===== src/rtl/keypad_pkg.sv =====
// rtl/keypad_pkg.sv - shared types and tables for keypad_emulator (bounce option: KEYPAD_EMU_BOUNCE_EN)
package keypad_pkg;

`ifdef KEYPAD_EMU_BOUNCE_EN
    typedef enum logic [2:0] {
        IDLE,
        PRESS,
        GAP,
        BOUNCE_IN,
        BOUNCE_OUT
    } state_t;
`else
    typedef enum logic [1:0] {
        IDLE,
        PRESS,
        GAP
    } state_t;
`endif

    // Cycles spent in each bounce window.
    localparam int BOUNCE_LEN = 16;

    // Value the bounce LFSR restarts from on reset and on every accepted request.
    localparam logic [7:0] LFSR_SEED = 8'hA5;

    // Key code -> {column index, row index}; entry 15 is listed first.
    localparam logic [15:0][3:0] KEY_TABLE = {
        4'hC,   // F: (3,0)
        4'h4,   // E: (1,0)
        4'h0,   // D: (0,0)
        4'h1,   // C: (0,1)
        4'h2,   // B: (0,2)
        4'h3,   // A: (0,3)
        4'h5,   // 9: (1,1)
        4'h9,   // 8: (2,1)
        4'hD,   // 7: (3,1)
        4'h6,   // 6: (1,2)
        4'hA,   // 5: (2,2)
        4'hE,   // 4: (3,2)
        4'h7,   // 3: (1,3)
        4'hB,   // 2: (2,3)
        4'hF,   // 1: (3,3)
        4'h8    // 0: (2,0)
    };

`ifdef KEYPAD_EMU_BOUNCE_EN
    // Fibonacci step for x^8+x^6+x^5+x^4+1.
    function automatic logic [7:0] lfsr_next(input logic [7:0] s);
        return {s[6:0], s[7] ^ s[5] ^ s[4] ^ s[3]};
    endfunction
`endif

endpackage


===== src/rtl/keypad_keymap.sv =====
// rtl/keypad_keymap.sv - combinational key code to (column, row) lookup
module keypad_keymap
    import keypad_pkg::*;
(
    input  logic [3:0] key,
    output logic [1:0] col_idx,
    output logic [1:0] row_idx
);

    assign col_idx = KEY_TABLE[key][3:2];
    assign row_idx = KEY_TABLE[key][1:0];

endmodule


===== src/rtl/keypad_emulator.sv =====
// rtl/keypad_emulator.sv - matrix keypad emulator top (optional contact bounce: KEYPAD_EMU_BOUNCE_EN)
module keypad_emulator
    import keypad_pkg::*;
#(
    parameter int HOLD_W     = 16,
    parameter int GAP_CYCLES = 32
) (
    input  logic              clk,
    input  logic              reset,
    input  logic              req_valid,
    output logic              req_ready,
    input  logic [3:0]        req_key,
    input  logic [HOLD_W-1:0] req_hold,
    input  logic [3:0]        col,
    output logic [3:0]        row,
    output logic              busy,
    output logic              done
);

    localparam int GAP_W  = $clog2(GAP_CYCLES + 1);
    localparam int BASE_W = (HOLD_W > GAP_W) ? HOLD_W : GAP_W;
    localparam int CNT_W  = (BASE_W > 5) ? BASE_W : 5;

    localparam logic [CNT_W-1:0] GAP_LAST = CNT_W'(GAP_CYCLES - 1);
    localparam logic [CNT_W-1:0] GAP_PRE  = (GAP_CYCLES >= 2) ? CNT_W'(GAP_CYCLES - 2) : '0;
    localparam logic             GAP_ONE  = (GAP_CYCLES == 1);

    state_t            state;
    logic [CNT_W-1:0]  cnt;
    logic [3:0]        key_q;
    logic [HOLD_W-1:0] hold_q;
    logic              pressed;
    logic              done_q;
    logic [CNT_W-1:0]  hold_last;
    logic [1:0]        col_idx;
    logic [1:0]        row_idx;

`ifdef KEYPAD_EMU_BOUNCE_EN
    localparam logic [CNT_W-1:0] BNC_LAST = CNT_W'(BOUNCE_LEN - 1);
    logic [7:0] lfsr;
    logic [7:0] lfsr_nx;
    assign lfsr_nx = lfsr_next(lfsr);
`endif

    keypad_keymap u_keymap (
        .key     (key_q),
        .col_idx (col_idx),
        .row_idx (row_idx)
    );

    assign req_ready = (state == IDLE);
    assign busy      = (state != IDLE);
    assign done      = done_q;

    // Final PRESS count value; a zero hold is stretched to one cycle.
    always_comb begin
        hold_last = '0;
        if (hold_q > HOLD_W'(1)) begin
            hold_last = CNT_W'(hold_q - HOLD_W'(1));
        end
    end

    // Pull the mapped row low only while the key is down and its column is being driven.
    always_comb begin
        row = 4'hF;
        if (pressed && !col[col_idx]) begin
            row = ~(4'b0001 << row_idx);
        end
    end

    // Request sequencer: accept, hold the key, release for the gap, pulse done.
    always_ff @(posedge clk or posedge reset) begin
        if (reset) begin
            state   <= IDLE;
            cnt     <= '0;
            key_q   <= '0;
            hold_q  <= '0;
            pressed <= 1'b0;
            done_q  <= 1'b0;
`ifdef KEYPAD_EMU_BOUNCE_EN
            lfsr    <= LFSR_SEED;
`endif
        end else begin
            done_q <= 1'b0;
            case (state)
                IDLE: begin
                    if (req_valid) begin
                        key_q  <= req_key;
                        hold_q <= req_hold;
                        cnt    <= '0;
`ifdef KEYPAD_EMU_BOUNCE_EN
                        state   <= BOUNCE_IN;
                        lfsr    <= LFSR_SEED;
                        pressed <= LFSR_SEED[0];
`else
                        state   <= PRESS;
                        pressed <= 1'b1;
`endif
                    end
                end
                PRESS: begin
                    if (cnt == hold_last) begin
                        cnt <= '0;
`ifdef KEYPAD_EMU_BOUNCE_EN
                        state   <= BOUNCE_OUT;
                        lfsr    <= lfsr_nx;
                        pressed <= lfsr_nx[0];
`else
                        state   <= GAP;
                        pressed <= 1'b0;
                        done_q  <= GAP_ONE;
`endif
                    end else begin
                        cnt <= cnt + 1'b1;
                    end
                end
                GAP: begin
                    if (cnt == GAP_LAST) begin
                        state <= IDLE;
                        cnt   <= '0;
                    end else begin
                        cnt    <= cnt + 1'b1;
                        done_q <= (cnt == GAP_PRE);
                    end
                end
`ifdef KEYPAD_EMU_BOUNCE_EN
                BOUNCE_IN: begin
                    if (cnt == BNC_LAST) begin
                        state   <= PRESS;
                        cnt     <= '0;
                        pressed <= 1'b1;
                    end else begin
                        cnt     <= cnt + 1'b1;
                        lfsr    <= lfsr_nx;
                        pressed <= lfsr_nx[0];
                    end
                end
                BOUNCE_OUT: begin
                    if (cnt == BNC_LAST) begin
                        state   <= GAP;
                        cnt     <= '0;
                        pressed <= 1'b0;
                        done_q  <= GAP_ONE;
                    end else begin
                        cnt     <= cnt + 1'b1;
                        lfsr    <= lfsr_nx;
                        pressed <= lfsr_nx[0];
                    end
                end
`endif
                default: begin
                    state   <= IDLE;
                    pressed <= 1'b0;
                end
            endcase
        end
    end

endmodule


===== config.mk =====
export PLATFORM = sky130hd
export DESIGN_NAME = keypad_emulator
export DESIGN_NICKNAME = d
export VERILOG_FILES = /design/src/rtl/keypad_pkg.sv /design/src/rtl/keypad_keymap.sv /design/src/rtl/keypad_emulator.sv
export SDC_FILE = /design/constraint.sdc
export NUM_CORES = 1
export LEC_CHECK = 0
export BUFFER_PORTS_ARGS = -buffer_cell sky130_fd_sc_hd__clkbuf_2
export CORE_MARGIN = 5
export CORE_UTILIZATION = 31
export DETAILED_ROUTE_END_ITERATION = 6
export PLACE_DENSITY_LB_ADDON = 0.1
export SLEW_MARGIN = 20
export SYNTH_ARGS = -nofsm -noshare
export SYNTH_HDL_FRONTEND = slang
export SYNTH_SLANG_ARGS = --single-unit

===== constraint.sdc =====
create_clock -name clk -period 10.6 [get_ports clk]
set_input_delay 1.06 -clock clk [delete_from_list [all_inputs] [get_ports clk]]
set_output_delay 1.06 -clock clk [all_outputs]
set_load 0.05 [all_outputs]

After elaboration in Yosys (flattened, before gate mapping)
Memories as Yosys holds them, arrays and structs flattened.
Index checks and enable logic that the tools add are counted.
{ "op_classes": {"add_sub_neg": 2, "magnitude_cmp": 3, "n_eq_ne": 8, "n_shift": 1, "muxes": 18, "bitwise_logic": 2, "n_reduce_logical": 9} }
{ "op_table": {"columns": ["cell", "n"], "rows": [
  ["2-to-1 mux 16 bit", 4],
  ["one-hot mux 16 bit (3 select lines)", 1],
  ["equality test 16 x 5 -> 1 bit, second input constant", 2],
  ["adder 16 x 1 -> 16 bit, second input constant", 1],
  ["equality test 16 bit", 1],
  ["greater-than comparator 16 x 1 -> 1 bit, second input constant", 1],
  ["subtractor 16 x 1 -> 16 bit, second input constant", 1],
  ["2-to-1 mux 4 bit", 2],
  ["2-to-1 mux 2 bit", 3],
  ["inequality test 2 bit, second input constant", 3],
  ["one-hot mux 2 bit (3 select lines)", 1],
  ["AND reduction 3 bit", 2],
  ["< comparator 4 x 5 -> 1 bit, second input constant", 1],
  ["2-to-1 mux 1 bit", 5],
  ["inverter 4 bit", 1],
  ["AND reduction 2 bit", 2],
  ["left shift 1 x 2 -> 4 bit, first input constant", 1],
  ["< comparator 2 x 3 -> 1 bit, second input constant", 1],
  ["one-hot mux 1 bit (3 select lines)", 1],
  ["nonzero test 3 bit", 1],
  ["binary-select mux 1 bit (select 2 bit)", 1],
  ["equality test 2 x 1 -> 1 bit, second input constant", 1],
  ["equality test 2 bit, second input constant", 1],
  ["logical NOT 2 bit", 1],
  ["4 further kinds", 4]
]} }
{ "word_totals": {"register_bits": 40, "rom_bits": 64, "input_bits": 27, "out_inout_bits": 7, "word_cells": 50, "mem_count": 1} }
{ "mem_list": {"columns": ["memory", "words", "word_bits", "read_ports", "rd_ports_with_merged_regs", "write_ports", "line", "text"], "rows": [
  ["(no name shown)", 16, 4, 1, 0, 0, "keypad_keymap.sv:10", "assign col_idx = KEY_TABLE[key][3:2];"]
]} }

Longest topological paths before layout
{ "depth": {"ltp_word": 7, "depth_mapped": 14, "ltp_nobuf": 11} }

Hierarchy
Synthesis repeated with hierarchy kept, for this count alone.
{ "unflattened": {"cells_unflattened": 371, "area_unflattened_um2": 3171.8} }
{ "modules_own_cells": {"columns": ["mod", "n_inst", "cells_each", "area_per_inst_um2", "seq_area_each_um2"], "rows": [
  ["keypad_emulator", 1, 356, 3081.7, 1001.0],
  ["keypad_keymap", 1, 15, 90.1, 0.0]
]} }

Worst setup path before layout
No wires, ideal clock.
{ "synth_path": {"path_kind": "input -> output", "from": "input col[3]", "to": "output row[3]", "t_arrival_ns": 2.336, "t_required_ns": 9.540, "slack_ns": 7.204, "path_stages": 6, "n_path_buf": 0, "path_cell_list": "mux2_2 -> nand2_1 -> o21ai_0 -> a21boi_0 -> o221ai_1 -> or3_1"} }
{ "synth_via": {"elab_chain_len": 5} }
{ "synth_rtl": {"columns": ["item", "line", "text"], "rows": [
  ["start: declaration", "keypad_emulator.sv:14", "input logic [3:0] col,"],
  ["binary-select mux 1 bit (select 2 bit)", "keypad_emulator.sv:66", "if (pressed && !col[col_idx]) begin"],
  ["2-to-1 mux 1 bit (not written as such)", "keypad_emulator.sv:66", null],
  ["logical NOT 1 bit", "keypad_emulator.sv:66", null],
  ["logical AND 1 bit", "keypad_emulator.sv:66", null],
  ["2-to-1 mux 4 bit", "keypad_emulator.sv:66", null],
  ["end: declaration", "keypad_emulator.sv:15", "output logic [3:0] row,"]
]} }
Every way passes these cells. The select of a mux whose other input is x is not followed.

Worst setup path after layout
{ "layout_path": {"from": "register hold_q[0]", "to": "register cnt[10]"} }
{ "layout_via": {"elab_chain_len": 5, "word_cells_on_any_way": 6, "cone_classes": "add/sub: 1; order compare: 1; eq/ne: 1; mux: 3"} }
{ "layout_rtl": {"columns": ["item", "line", "text"], "rows": [
  ["start: declaration", "keypad_emulator.sv:31", "logic [HOLD_W-1:0] hold_q;"],
  ["start signal: assignment", "keypad_emulator.sv:89", "hold_q <= req_hold;"],
  ["subtractor 16 x 1 -> 16 bit or greater-than comparator 16 x 1 -> 1 bit (tied branches)", "keypad_emulator.sv:59, keypad_emulator.sv:58", null],
  ["2-to-1 mux 16 bit (*)", "keypad_emulator.sv:58", "if (hold_q > HOLD_W'(1)) begin"],
  ["equality test 16 bit (*)", "keypad_emulator.sv:102", "if (cnt == hold_last) begin"],
  ["2-to-1 mux 16 bit (*)", "keypad_emulator.sv:102", null],
  ["one-hot mux 16 bit (3 select lines) (*)", "keypad_emulator.sv:85", "case (state)"],
  ["end signal: assignment", "keypad_emulator.sv:114", "cnt <= cnt + 1'b1;"],
  ["end signal: assignment", "keypad_emulator.sv:122", "cnt <= cnt + 1'b1;"],
  ["end: declaration", "keypad_emulator.sv:29", "logic [CNT_W-1:0] cnt;"]
]} }
Every way passes the cells marked *; elsewhere a longest branch is shown, timed or not.
A chain may end at the register's enable or synchronous reset.

==> results.cfg <==
[outcome]
outcome = completed

[synth]
ys_top_cells_by_area = dfrtp_1, mux2_2, ha_1, xnor2_1, a21oi_1
synthArstFlopShare_pct = 100.0
synth_fp_nets = 358
seq_area_frac_synth_pct = 33.84
synth_edf_count = 0
syn_inst = 323
synth_ff_type = dfrtp_1
synth_top_area_share_pct = 33.84
postSynthAreaPerCell_um2 = 9.157
syn_area_um2 = 2958
yosys_warnings = 0
synth-seq-cells = 40
synth_cell_types = 64
synth_top_cell_by_area = dfrtp_1

[clocking]
cts.htree.levels = 2
worstSkewPairLatency_ps = 300
cts.clk_slew.worst_paths_ps = 90
cts_tree = yes
postCtsSetupRepairBufs = 0
cts-root-buf = clkbuf_8
cts_buffer_depth = 2
cts_resized = 0
cts_hold_buf = 0
cts_made_buffers = 5
cts_num_sinks = 40

[worst_setup_path]
r2r_slack_ps = 6800
crit_type = reg2reg
crit_path_start_kind = register
endpoint_kind = register
path_common_cell = a311oi_1
path_buf_inv = 1
cp_data_required_time_ps = 10830
cpPeakStageDelay_ps = 590
crit_arrival_ps = 4030
worst_path_max_delay_cell = or4_4
timing.rr.start = hold_q[0]
critical-path-top-delay-family = simple AND/OR/NAND/NOR gates
worst-path-max-fanout = 23
rr_worst_depth = 11
rr_endpoint = cnt[10]
crit_chain = inv_1, ha_1, or4b_4, nand4_1, a311oi_1, a311oi_1, nor4b_1, or4_4, a31oi_4, or2b_1, a31oi_1

[floorplan]
num_rows = 35
die_area_um2 = 11600
io_pins = 34
coreArea_um2 = 9284
initial_core_util_pct = 31.86
die_w_um = 107.7
die_h_um = 107.7

[detailed_routing]
drtIter0Drc = 95
wl_met3_um = 317
wirelength_mm = 7.449
met2_length_mm = 3.444
first_pass_iters = 4
wire_per_inst_um = 15.65
vias = 2541
ant_nets = 0
viasPerCell = 5.338
met1Wirelength_mm = 3.639
drc = 0
top_layer = met4

[global_route]
grt-ovfl-total = 0
grt_max_degree = 41
first_global_vias = 2375
grt_pass1_wl_mm = 12.43
antenna_found_initial = 0
grt_use_total_pct = 13.27

[pwr]
leakage_uw = 0.001273
pwr_density_cell_nw_per_um2 = 234.6
fin_total_pwr_uw = 772.0
ir_drop_mv = 0.09381

[timing]
finalSetupTns_ps = 0
hold_viol = 0
slew_viol_final = 0
skew_ps = 8.596
slew-limit-headroom_pct = 38.42
rsz0062_at_grt = false
period_share_pct = 35.89
tightest_slew_ps = 920.4
post-route-min-period_ps = 3805
setup_viol = 0
fmax_ghz = 0.2628

[place]
io_buffer_count = 33
gp_congestion = 0.8271
dp_hpwl_mm = 5.583

[layout]
n_antenna_cell = 0
area_growth_pct = 11.25
multi_input_area_um2 = 1805
layout-drive-gt1-share_pct = 23.05
seq_area_um2 = 1001
fin_nets = 381
fill_cells = 1004

[run]
cap_violations = 0

[min_path]
whs_path_depth = 1
hold_start = pressed
worstHoldPathType = reg2reg
min_to = pressed
state kept, by name, indices dropped and copies added (netlist names):
name,count
cnt,16
state,2
pressed,1
done,1
key_q,4
hold_q,16
stage by stage:
| step | area, um^2 | hold WS, ps | util [%] | setup slack, ps | cells |
|---|---|---|---|---|---|
| global route | 3291 | 573.1 | 35.44 | 6597 | 476 |
| detailed placement | 3192 | 503.1 | 34.38 | 6510 | 468 |
| global placement | 3192 | 488.0 | 34.38 | 6638 | 468 |
| finish | 3291 | 516.2 | 35.44 | 6795 | 476 |
| floorplan | 2958 | 463.7 | - | 7204 | 323 |
| CTS | 3282 | 526.6 | 35.35 | 6487 | 476 |
cell usage in the layout, fill, tap and decap left out, types with 9 or more instances in the layout:
cell type,Yosys,routed
mux2_2,22,22
a21oi_1,17,17
inv_1,16,15
nand3_1,9,9
dfrtp_1,40,40
a31oi_1,11,11
nor2_1,19,19
and3_1,10,10
nand2_1,13,13
clkbuf_2,0,33
nor4_1,10,10
xnor2_1,10,10
o21ai_0,12,12
cells by family (layout without fill, tap and decap cells):
family | count (synthesis) | count (layout) | share of synthesized area [%]
adder cells (fa/ha/maj) | 8 | 8 | 3.384
XOR/XNOR | 14 | 14 | 4.145
buffers and inverters | 34 | 58 | 5.414
flip-flops | 40 | 40 | 33.84
multiplexers | 25 | 25 | 9.391
AO/OA/AOI/OAI | 88 | 88 | 20.60
AND/OR/NAND/NOR | 114 | 114 | 23.22
power breakdown:
group | total, uW | internal [uW] | switching [uW]
sequential | 291 | 197 | 94.4
combinational | 371 | 163 | 209
clock | 109 | 53.2 | 56.1
total | 772 | 413 | 359
how the worst max path moves through the flow:
stage | slack, ps | startpoint | cells past startpoint | to
4_1_cts | 6490 | hold_q[0] | 11 | cnt[9]
5_1_grt | 6600 | hold_q[0] | 11 | cnt[9]
3_5_place_dp | 6510 | hold_q[0] | 11 | cnt[9]
6_report | 6800 | hold_q[0] | 11 | cnt[10]
3_3_place_gp | 6640 | hold_q[0] | 11 | cnt[10]
2_1_floorplan | 7200 | col[3] | 6 | row[3]
per-layer routing:
metal  vias to the layer above  GRT usage (%)
met5                         -              0
met4                         0          2.976
met3                         4          2.280
met2                        49          20.74
met1                      1222          19.07
li1                       1266              -
layout make-up:
cell class | instances | area share (%)
multi-input cells | 249 | 54.87
well taps | 129 | 4.905
repair buffers | 34 | 5.247
clock buffers | 8 | 2.738
inverters | 16 | 1.825
flip-flops and latches | 40 | 30.42
cell usage after synthesis, types with 9 or more instances:
library cell,n
a21oi_1,17
a31oi_1,11
and3_1,10
clkbuf_1,11
dfrtp_1,40
inv_1,16
mux2_2,22
nand2_1,13
nand3_1,9
nor2_1,19
nor4_1,10
o21ai_0,12
xnor2_1,10
No activity file was read; power rests on OpenSTA's default activity.
